[config.mk]
export PLATFORM = sky130hd
export DESIGN_NAME = uart_tx_arb_flat
export DESIGN_NICKNAME = d
export VERILOG_FILES = /design/src/rtl/uart_tx_arb_if.sv /design/src/rtl/uart_tx_arb.sv /design/src/flat_wrapper.sv
export SDC_FILE = /design/constraint.sdc
export NUM_CORES = 1
export LEC_CHECK = 0
export ABC_AREA = 1
export CAP_MARGIN = 20
export CORE_MARGIN = 3
export CORE_UTILIZATION = 42
export DETAILED_ROUTE_END_ITERATION = 10
export PLACE_DENSITY = 0.8
export SETUP_SLACK_MARGIN = 0.3
export SLEW_MARGIN = 20
export SYNTH_ARGS = -nofsm -noshare
export SYNTH_HDL_FRONTEND = slang
export SYNTH_SLANG_ARGS = --single-unit
[constraint.sdc]
create_clock -name c -period 2.02 [get_ports c]
set_clock_uncertainty 0.2 [all_clocks]
set_input_delay 0.303 -clock c [delete_from_list [all_inputs] [get_ports c]]
set_output_delay 0.303 -clock c [all_outputs]
set_load 0.1 [all_outputs]
[src/rtl/uart_tx_arb_if.sv]
// Bundles the requester side and transmitter side signals of the UART
// transmit scheduler. The arbiter uses the master view; the environment
// (byte sources plus transmitter) uses the slave view.
interface uart_tx_arb_if #(
    parameter int N  = 4,
    parameter int CW = 2,
    parameter int W  = 8
);
    logic [N-1:0]   req;
    logic [N*W-1:0] din;
    logic           tx_busy;
    logic           tx_start;
    logic [W-1:0]   tx_data;
    logic [N-1:0]   ack;
    logic [N-1:0]   err;
    logic [CW-1:0]  cur;
    logic           active;

    modport master (
        input  req, din, tx_busy,
        output tx_start, tx_data, ack, err, cur, active
    );

    modport slave (
        output req, din, tx_busy,
        input  tx_start, tx_data, ack, err, cur, active
    );
endinterface

[src/rtl/uart_tx_arb.sv]
// Round-robin scheduler sharing one UART transmitter among N byte sources.
// Latches the chosen byte, pulses tx_start, then follows tx_busy through the
// frame and returns a one-hot accept (ack) or start-timeout (err) pulse.
module uart_tx_arb #(
    parameter int N  = 4,
    parameter int CW = 2,
    parameter int W  = 8,
    parameter int TO = 15
) (
    input  logic              c,
    input  logic              r,
    uart_tx_arb_if.master     bus
);

    typedef enum logic [1:0] {
        IDLE,
        START,
        WAIT_B,
        WAIT_D
    } state_t;

    state_t        state;
    logic [CW-1:0] ptr;
    logic [7:0]    cnt;
    logic          tx_start_q;
    logic [W-1:0]  tx_data_q;
    logic [N-1:0]  ack_q;
    logic [N-1:0]  err_q;
    logic [CW-1:0] cur_q;
    logic          active_q;

    logic [CW-1:0] sel;
    logic          any_req;

    // Pick the first requesting channel starting at ptr and wrapping; the
    // loop runs from the farthest offset down so the nearest one wins.
    always_comb begin
        sel     = ptr;
        any_req = 1'b0;
        for (int i = N - 1; i >= 0; i--) begin
            if (bus.req[ptr + CW'(i)]) begin
                sel     = ptr + CW'(i);
                any_req = 1'b1;
            end
        end
    end

    // Main scheduler FSM with all outputs registered; ack/err default low so
    // they only ever last a single cycle.
    always_ff @(posedge c or negedge r) begin
        if (!r) begin
            state      <= IDLE;
            ptr        <= '0;
            cnt        <= '0;
            tx_start_q <= 1'b0;
            tx_data_q  <= '0;
            ack_q      <= '0;
            err_q      <= '0;
            cur_q      <= '0;
            active_q   <= 1'b0;
        end else begin
            ack_q <= '0;
            err_q <= '0;
            case (state)
                IDLE: begin
                    if (!bus.tx_busy && any_req) begin
                        tx_data_q  <= bus.din[int'(sel)*W +: W];
                        cur_q      <= sel;
                        tx_start_q <= 1'b1;
                        active_q   <= 1'b1;
                        state      <= START;
                    end
                end
                START: begin
                    tx_start_q <= 1'b0;
                    cnt        <= '0;
                    state      <= WAIT_B;
                end
                WAIT_B: begin
                    if (bus.tx_busy) begin
                        ack_q[cur_q] <= 1'b1;
                        state        <= WAIT_D;
                    end else if (cnt == 8'(TO - 1)) begin
                        err_q[cur_q] <= 1'b1;
                        ptr          <= cur_q + CW'(1);
                        active_q     <= 1'b0;
                        state        <= IDLE;
                    end else begin
                        cnt <= cnt + 8'd1;
                    end
                end
                WAIT_D: begin
                    if (!bus.tx_busy) begin
                        ptr      <= cur_q + CW'(1);
                        active_q <= 1'b0;
                        state    <= IDLE;
                    end
                end
                default: state <= IDLE;
            endcase
        end
    end

    assign bus.tx_start = tx_start_q;
    assign bus.tx_data  = tx_data_q;
    assign bus.ack      = ack_q;
    assign bus.err      = err_q;
    assign bus.cur      = cur_q;
    assign bus.active   = active_q;

endmodule

[src/flat_wrapper.sv]
// flat-port wrapper written by rule: the top's interface ports become plain ports
module uart_tx_arb_flat 
#(
    parameter int N  = 4,
    parameter int CW = 2,
    parameter int W  = 8,
    parameter int TO = 15
)
  (c, r, bus_req, bus_din, bus_tx_busy, bus_tx_start, bus_tx_data, bus_ack, bus_err, bus_cur, bus_active);
  uart_tx_arb_if #(.N(N), .CW(CW), .W(W)) bus_i ();
  input  logic c;
  input  logic r;
  input wire logic [$bits(bus_i.req)-1:0] bus_req;
  input wire logic [$bits(bus_i.din)-1:0] bus_din;
  input wire logic [$bits(bus_i.tx_busy)-1:0] bus_tx_busy;
  output wire logic [$bits(bus_i.tx_start)-1:0] bus_tx_start;
  output wire logic [$bits(bus_i.tx_data)-1:0] bus_tx_data;
  output wire logic [$bits(bus_i.ack)-1:0] bus_ack;
  output wire logic [$bits(bus_i.err)-1:0] bus_err;
  output wire logic [$bits(bus_i.cur)-1:0] bus_cur;
  output wire logic [$bits(bus_i.active)-1:0] bus_active;
  assign bus_i.req = bus_req;
  assign bus_i.din = bus_din;
  assign bus_i.tx_busy = bus_tx_busy;
  assign bus_tx_start = bus_i.tx_start;
  assign bus_tx_data = bus_i.tx_data;
  assign bus_ack = bus_i.ack;
  assign bus_err = bus_i.err;
  assign bus_cur = bus_i.cur;
  assign bus_active = bus_i.active;
  uart_tx_arb #(.N(N), .CW(CW), .W(W), .TO(TO)) u_core (.c(c), .r(r), .bus(bus_i));
endmodule
# ---- Word level (Yosys, flattened, before mapping)
# Cells that the tools add are included.
dict set report classes {
  mux 41
  n_eq_ne 10
  n_lt_le_gt_ge 6
  shifts 1
  reduce_logical 14
  addsub 5
}
# cell n
set ops {}
lappend ops {{$shiftx 32x6->8} 1}
lappend ops {{$mux 2} 11}
lappend ops {{$mux 4} 5}
lappend ops {{$mux 8} 2}
lappend ops {{$pmux 8 s2} 1}
lappend ops {{$lt 2x3->1 const B} 5}
lappend ops {{$mux 1} 13}
lappend ops {{$add 8x1->8 const B} 1}
lappend ops {{$bmux 1 s2} 4}
lappend ops {{$eq 8x4->1 const B} 1}
lappend ops {{$pmux 2 s4} 1}
lappend ops {{$ne 2x2->1 const B} 3}
lappend ops {{$reduce_and 3->1} 2}
lappend ops {{$reduce_bool 2->1} 3}
lappend ops {{$reduce_and 5->1} 1}
lappend ops {{$add 2x1->2 const B} 2}
lappend ops {{$add 2x2->2 const B} 2}
lappend ops {{$eq 2x2->1 const B} 2}
lappend ops {{$ne 2x1->1 const B} 2}
lappend ops {{$pmux 2 s2} 1}
lappend ops {{$reduce_and 2->1} 2}
lappend ops {{$reduce_and 4->1} 1}
lappend ops {{$ne 3x2->1 const B} 1}
lappend ops {{$pmux 1 s3} 1}
lappend ops {{other kinds (8)} 9}
dict set report totals {
  input_bits 39
  word_cells 86
  ff_bits 32
  output_inout_bits 20
}

# ---- Depth between registers and ports, before layout
dict set report logic_depth {
  depth_word 10
  mapped_depth 16
  depth_no_buf 14
}

# ---- Worst setup path before layout
# OpenSTA, ideal clock, no wires.
dict set report synth_timing {
  path_kind {reg-to-reg}
  start {register u_core.cur_q[0], in the netlist u_core.bus.cur[0]}
  end {register u_core.ptr[1]}
  t_arrival_ns 1.581
  period_less_slack_ns 1.918
  required_time_ns 1.683
  setup_ns 0.137
  stages_incl_launch_ff 5
  path_buffers 0
  path_slack_ns 0.102
  path_cell_list {dfrtp_1 inv_1 ha_1 nand2_1 o21ai_0}
}
dict set report synth_between {
  elab_chain_len 4
  word_cells_on_any_way 5
}
# item line_no
set synth_lines {}
lappend synth_lines {{start: declaration} uart_tx_arb.sv:29} ;# logic [CW-1:0] cur_q;
lappend synth_lines {{start signal: assignment} uart_tx_arb.sv:68} ;# cur_q <= sel;
lappend synth_lines {{$add 2x1->2 *} {uart_tx_arb.sv:85, uart_tx_arb.sv:94}}
lappend synth_lines {{$mux 2} uart_tx_arb.sv:83} ;# end else if (cnt == 8'(TO - 1)) begin
lappend synth_lines {{$mux 2} uart_tx_arb.sv:80} ;# if (bus.tx_busy) begin
lappend synth_lines {{$pmux 2 s2 *} uart_tx_arb.sv:64} ;# case (state)
lappend synth_lines {{end signal: assignment} uart_tx_arb.sv:85} ;# ptr <= cur_q + CW'(1);
lappend synth_lines {{end signal: assignment} uart_tx_arb.sv:94} ;# ptr <= cur_q + CW'(1);
lappend synth_lines {{end: declaration} uart_tx_arb.sv:23} ;# logic [CW-1:0] ptr;
# Mark *: on every way between the ends. The rest lies on a longest branch, timed or not. The select of a mux whose other input is x is not followed.
# A chain may end at the register's enable or synchronous reset.

# ---- Worst setup path in the final report
dict set report layout_timing {
  start {register u_core.ptr[0]}
  end {register u_core.tx_data_q[6], in the netlist u_core.bus.tx_data[6]}
}
dict set report layout_between {
  elab_chain_len 9
  word_cells_on_any_way 22
}
# item line_no
set layout_lines {}
lappend layout_lines {{branches (longest 9 deep; another with $add 2x2->2)} n/a}
lappend layout_lines {{end signal: assignment} uart_tx_arb.sv:67} ;# tx_data_q <= bus.din[int'(sel)*W +: W];
lappend layout_lines {{end: declaration} uart_tx_arb.sv:26} ;# logic [W-1:0] tx_data_q;
# Parallel ways; which one is timed is not known. The select of a mux whose other input is x is not followed.

==> summary.txt <==
GRT
  • GRT Total Usage: between 20% and 30%
  • Vias in the first global route: slightly above 2k
  • Grt total ovfl: 0
  • Largest net degree at the start of global routing: 33
  • Global-route wire length before repair: roughly 9000 um
  • Initial antenna violation count: 0

Yosys
  • Synthesized area: between 1500 and 2000 um2
  • Simple-Gate Fraction of Synth Area: between 30% and 40%
  • Largest family of logic cells by synthesized area: simple AND/OR/NAND/NOR gates
  • Synth warnings: 0
  • Yosys cell types: 28
  • Xor/xnor share of the synthesized area: 0%
  • Post-Synth Adder-Cell Area: a little under 4%
  • Synthesized flop and latch total: 32
  • Compound-cell area share of the yosys netlist: 6.088%
  • Post-synthesis mux area share: 0%
  • Register area share after synthesis: between 40% and 50%
  • Post-synthesis cell count: about 260
  • Synth Net Count: roughly 310
  • Avg Inst Size Synth: around 7.4 um2

Place
  • Placer Congestion: between 0.8 and 0.9
  • Number of port buffers: between 50 and 60
  • Post-DP HPWL: 3680 um
  • Place WS: -0.3189 ns

Power
  • Design Power: between 6 and 7 mW
  • Cell Pwr Density: approximately 1900 nW/um2
  • Max VDD drop: approximately 1700 uV
  • P_leak: about 1.7 nW

Routing
  • DR pass1 iterations: 4
  • Remaining antenna violation count: 0
  • Wirelength per Cell: 17.42 um
  • DRT iter0 DRCs: approximately 150
  • Routed via count: roughly 2.4k
  • Post-route DRC: 0
  • Routed WL: ~7300 um
  • Vias per cell: approximately 5.7

CTS
  • Cts bufs inserted: 5
  • CTS tree: yes
  • CTS root buffer: clkbuf_8
  • Sinks on Clock Net: 32
  • Cts hold-fix bufs: 0
  • CTS H-tree depth: 2
  • Clk Latency, worst-skew pair: between 0.2 and 0.3 ns
  • Reg clk slew, reported paths: approximately 0.07 ns
  • Clock buffer depth: 2

Layout
  • Commonest non-fill, non-tap cell in the layout: nand2_1
  • Layout Nets: ~410
  • Layout cells sized above 1: a little under half
  • Register area: between 800 and 900 um2
  • Antenna cells: 0
  • Multi-input logic area: 1398 um2
  • Fillcell total: about 240
  • Area Growth Syn to Fin: 83.36%
  • Fin util: slightly above 80%
  • Commonest non-fill, non-tap cells in the layout: nand2_1, buf_4, clkdlybuf4s50_1

Worst setup path
  • CP Cell Sequence: clkinv_4 > nand2_1 > nand2_4 > nand2_4 > nand2_4 > buf_6 > nor2_4 > nand2_2 > nand3_2 > clkinvlp_4 > nand3_2 > nand3_2 > nand2_1
  • Slowest cell on crit path: dfrtp_2
  • WS Path Type: flip-flop to flip-flop
  • FF-to-FF path depth: 13
  • Worst Setup End Kind: flip-flop
  • Critical Path Source Type: flip-flop
  • CP Data Required Time: roughly 2.1 ns
  • Worst Path Max Fanout: 8
  • Worst path arrival time: 2.16 ns
  • Critical path's largest stage delay: about 0.45 ns

Timing
  • Period minus WS final: ~2.1 ns
  • Slew Limit Headroom: 72.16%
  • Final hold violations: 0
  • F_max: 470.8 MHz
  • Final setup fails: 10
  • Slack of the critical path: -0.1041 ns
  • Slew @ Worst Pin: between 0.4 and 0.5 ns
  • Max-slew violation count: 0
  • Final Cycle Share: 105.2%
  • Unrepaired setup endpoints after global routing: true

Floorplanning
  • Core outline area: between 4000 and 5000 um2
  • Die ar.: 5449 um2
  • Die height: ~74 um
  • Row count: 24
  • Num ports: around 60
  • Die width: roughly 74 um
  • Initial cell density of the core: between 40% and 50%

Outcome
  • Failing checks: setup timing
  • Status: finished, violations left

Worst hold path
  • Kind of path behind the tightest hold check: primary input to asynchronous set/reset pin

Flow run
  • Max-Cap Viols: 0
==> cells in the mapped netlist, drive strengths merged <==
master,instances,area share [%]
nand3,51,14
and3,1,0.32
inv,31,6.3
nor3,9,2.3
nor2,21,5.0
ha,6,3.9
a21oi,4,1.0
clkinv,2,0.45
a21boi,1,0.39
o21a,1,0.39
nor4,1,0.32
o22ai,2,0.65
nand2,80,17
dfrtp,32,41
o21ai,11,2.8
nand4,1,1.1
buf,5,2.1
o31ai,2,0.78
==> worst max-delay path: cells and delay by family (launching register included) <==
kind	cells	cell delay, ns
flip-flops	1	0.45
AND/OR/NAND/NOR	10	0.93
buffers and inverters	3	0.46
==> routing by layer <==
layer | part of all wire, % | vias up | wire, um | global-route usage, %
li1 | - | 1058 | - | -
met1 | 38 | 1136 | 2727 | 24.55
met2 | 51 | 130 | 3706 | 36.52
met3 | 7.4 | 34 | 535 | 6.430
met4 | 4.0 | 0 | 294 | 10.26
met5 | 0 | - | 0 | 0
==> registers in the layout, summed over array words and instances (netlist names) <==
name                 flops
u_core.bus.cur           2
u_core.bus.err           4
u_core.cnt               8
u_core.ptr               2
u_core.bus.tx_data       8
u_core.bus.ack           4
u_core.bus.active        1
u_core.bus.tx_start      1
u_core.state             2
==> final timing paths <==
kind	startpoint	endpoint	slack (ns)
setup / recovery	u_core.ptr[0]	u_core.bus.tx_data[6]	-0.10
hold / removal	r	u_core.cnt[3]	0.22
setup reg to reg	u_core.ptr[0]	u_core.bus.tx_data[6]	-0.10
hold reg to reg	u_core.bus.tx_data[1]	u_core.bus.tx_data[1]	0.29
max in group asynchronous	r	u_core.cnt[1]	1.08
min in group c	bus_tx_busy	u_core.bus.ack[0]	0.26
==> stage by stage <==
stage                     TNS, ns  cell area, um2  hold WS [ns]  cells
after floorplan                 0            1953       -0.1926    261
after global placement     -2.160            2771        0.2728    386
after detailed placement   -2.789            2771        0.2729    386
after CTS                       0            3110        0.2256    405
after global routing       -1.913            3542        0.2437    417
final                     -0.7455            3542        0.2152    417
==> area by class of cell <==
cell class / instances / area share [%]
tap: 52 / 1.837
timing repair buffer: 100 / 29.35
clock inverter: 2 / 0.2826
sequential: 32 / 22.78
inverter: 33 / 3.956
multi-input combinational: 192 / 39.46
clock buffer: 6 / 2.331
==> where the power goes <==
group	internal [mW]	switching, mW	total (mW)	leakage [nW]
clock	0.272	0.252	0.524	0.0510
combinational	1.93	3.16	5.10	1.24
sequential	0.841	0.217	1.06	0.412
total	3.05	3.63	6.68	1.71
==> repair_timing <==
| item | in CTS | in global routing |
|---|---|---|
| cloned | 0 | 2 |
| pin swaps | 31 | 37 |
| endpoints found under the setup margin | 19 | 22 |
| buffers inserted | 11 | 10 |
| gates resized for setup | 42 | 82 |
==> cell families after synthesis <==
logic type / Yosys count
AO/OA/AOI/OAI: 21
adder cells (fa/ha/maj): 6
buffers and inverters: 38
flip-flops: 32
AND/OR/NAND/NOR: 164
No activity file was read; power rests on OpenSTA's default activity.
==> RTL change 1, RTL diff (config.mk and constraints unchanged) <==
`W` is set to 8 in 3 places; all go to 12.
--- a/src/rtl/uart_tx_arb_if.sv
+++ b/src/rtl/uart_tx_arb_if.sv
@@ -5,5 +5,5 @@
     parameter int N  = 4,
     parameter int CW = 2,
-    parameter int W  = 8
+    parameter int W  = 12
 );
     logic [N-1:0]   req;
--- a/src/rtl/uart_tx_arb.sv
+++ b/src/rtl/uart_tx_arb.sv
@@ -5,5 +5,5 @@
     parameter int N  = 4,
     parameter int CW = 2,
-    parameter int W  = 8,
+    parameter int W  = 12,
     parameter int TO = 15
 ) (
--- a/src/flat_wrapper.sv
+++ b/src/flat_wrapper.sv
@@ -4,5 +4,5 @@
     parameter int N  = 4,
     parameter int CW = 2,
-    parameter int W  = 8,
+    parameter int W  = 12,
     parameter int TO = 15
 )
Ports: changed (resized bus_din and bus_tx_data); port bits go from 59 to 79. The function was not compared with the original's and may differ.
==> RTL change 1 against the unedited design <==
- the flow still finishes with violations (negative setup slack)
- critical path type unchanged
- highest routed layer unchanged
- sequential share of layout area down 0.14 points
- worst setup slack worse by 0.045 ns
- area after synthesis up 22%
- critical endpoint is now u_core.bus.tx_data[7]
- power up 14%
- sequential cell count up 4
- wire length up 14%
- final area up 13%
- core utilization down 4.8 points
- non-clock buffer count up 24
- synthesized cell count up 21%
- die area up 20%
- first-iteration DRC count up 17%
==> RTL change 1: results (changes against the unedited design) <==
metric,value,unit,change
r2r-end,u_core.bus.tx_data[7],,
drive_gt1_share,40.1,%,-7.3 points
synth-compound-area-share,5.43,%,-0.65 points
arrival,2.19,ns,+0.03 ns
wl_per_cell,16.0,um,-7.9%
ys_seq_area_share,38.4,%,-3.1 points
drt_iter0_drc,176,,+17%
violations,negative setup slack,,
wl_met3,595,um,+11%
final_cells,514,,+23%
internal_power,0.00342,W,+12%
met2_usage,43.4,%,+6.9 points
yosys-top-cells-area,"dfrtp_1 (38%), nand2_1 (13%), nand3_1 (11%)",,
dpl_worst_slack,-0.265,ns,+0.0539 ns
status,finished with violations,,
synthAdderAreaFrac,3.20,%,-0.69 points
synth_fp_nets,377,,+23%
path_max_fanout,9,,+1
avgSynthCellArea,7.43,sq um,+0.41%
finalSetupTns,-1.38,ns,-0.635 ns
finalWorstSetupSlack,-0.149,ns,-0.0451 ns
setup_violations,15,,+5
tightest_slew,0.318,ns,-0.0996 ns
nets,504,,+23%
wl_met2,4380,um,+18%
RTL change 1: changes by cell type in the layout (fill, tap and decap cells not counted), sizes merged, moves of 2 or more:
cell           before  now
or2                 0    7
nor2               21   40
nand2              81  100
dfrtp              32   36
o21ai              11    8
inv                31   39
o21bai              0    2
buf                61   70
a21oi               4   11
o31ai               2    0
nor3                9    7
clkdlybuf4s50      36   52
RTL change 1: layout make-up:
cell class                 instances  area [sq um]  share of cell area (%)
clock buffer                       6          72.6                    1.81
tap                               70          87.6                    2.19
inverter                          39           174                    4.34
clock inverter                     2          35.0                   0.874
sequential                        36           907                    22.6
multi-input combinational        236          1490                    37.2
timing repair inverter             1          16.3                   0.406
timing repair buffer             124          1220                    30.5
RTL change 1: repair_timing:
action	in CTS	in global routing
gates cloned	4	0
hold buffers	1	0
buffers inserted	9	10
hold endpoints to repair	13	0
endpoints found under the setup margin	20	24
pin swaps	19	26
gates resized for setup	40	54
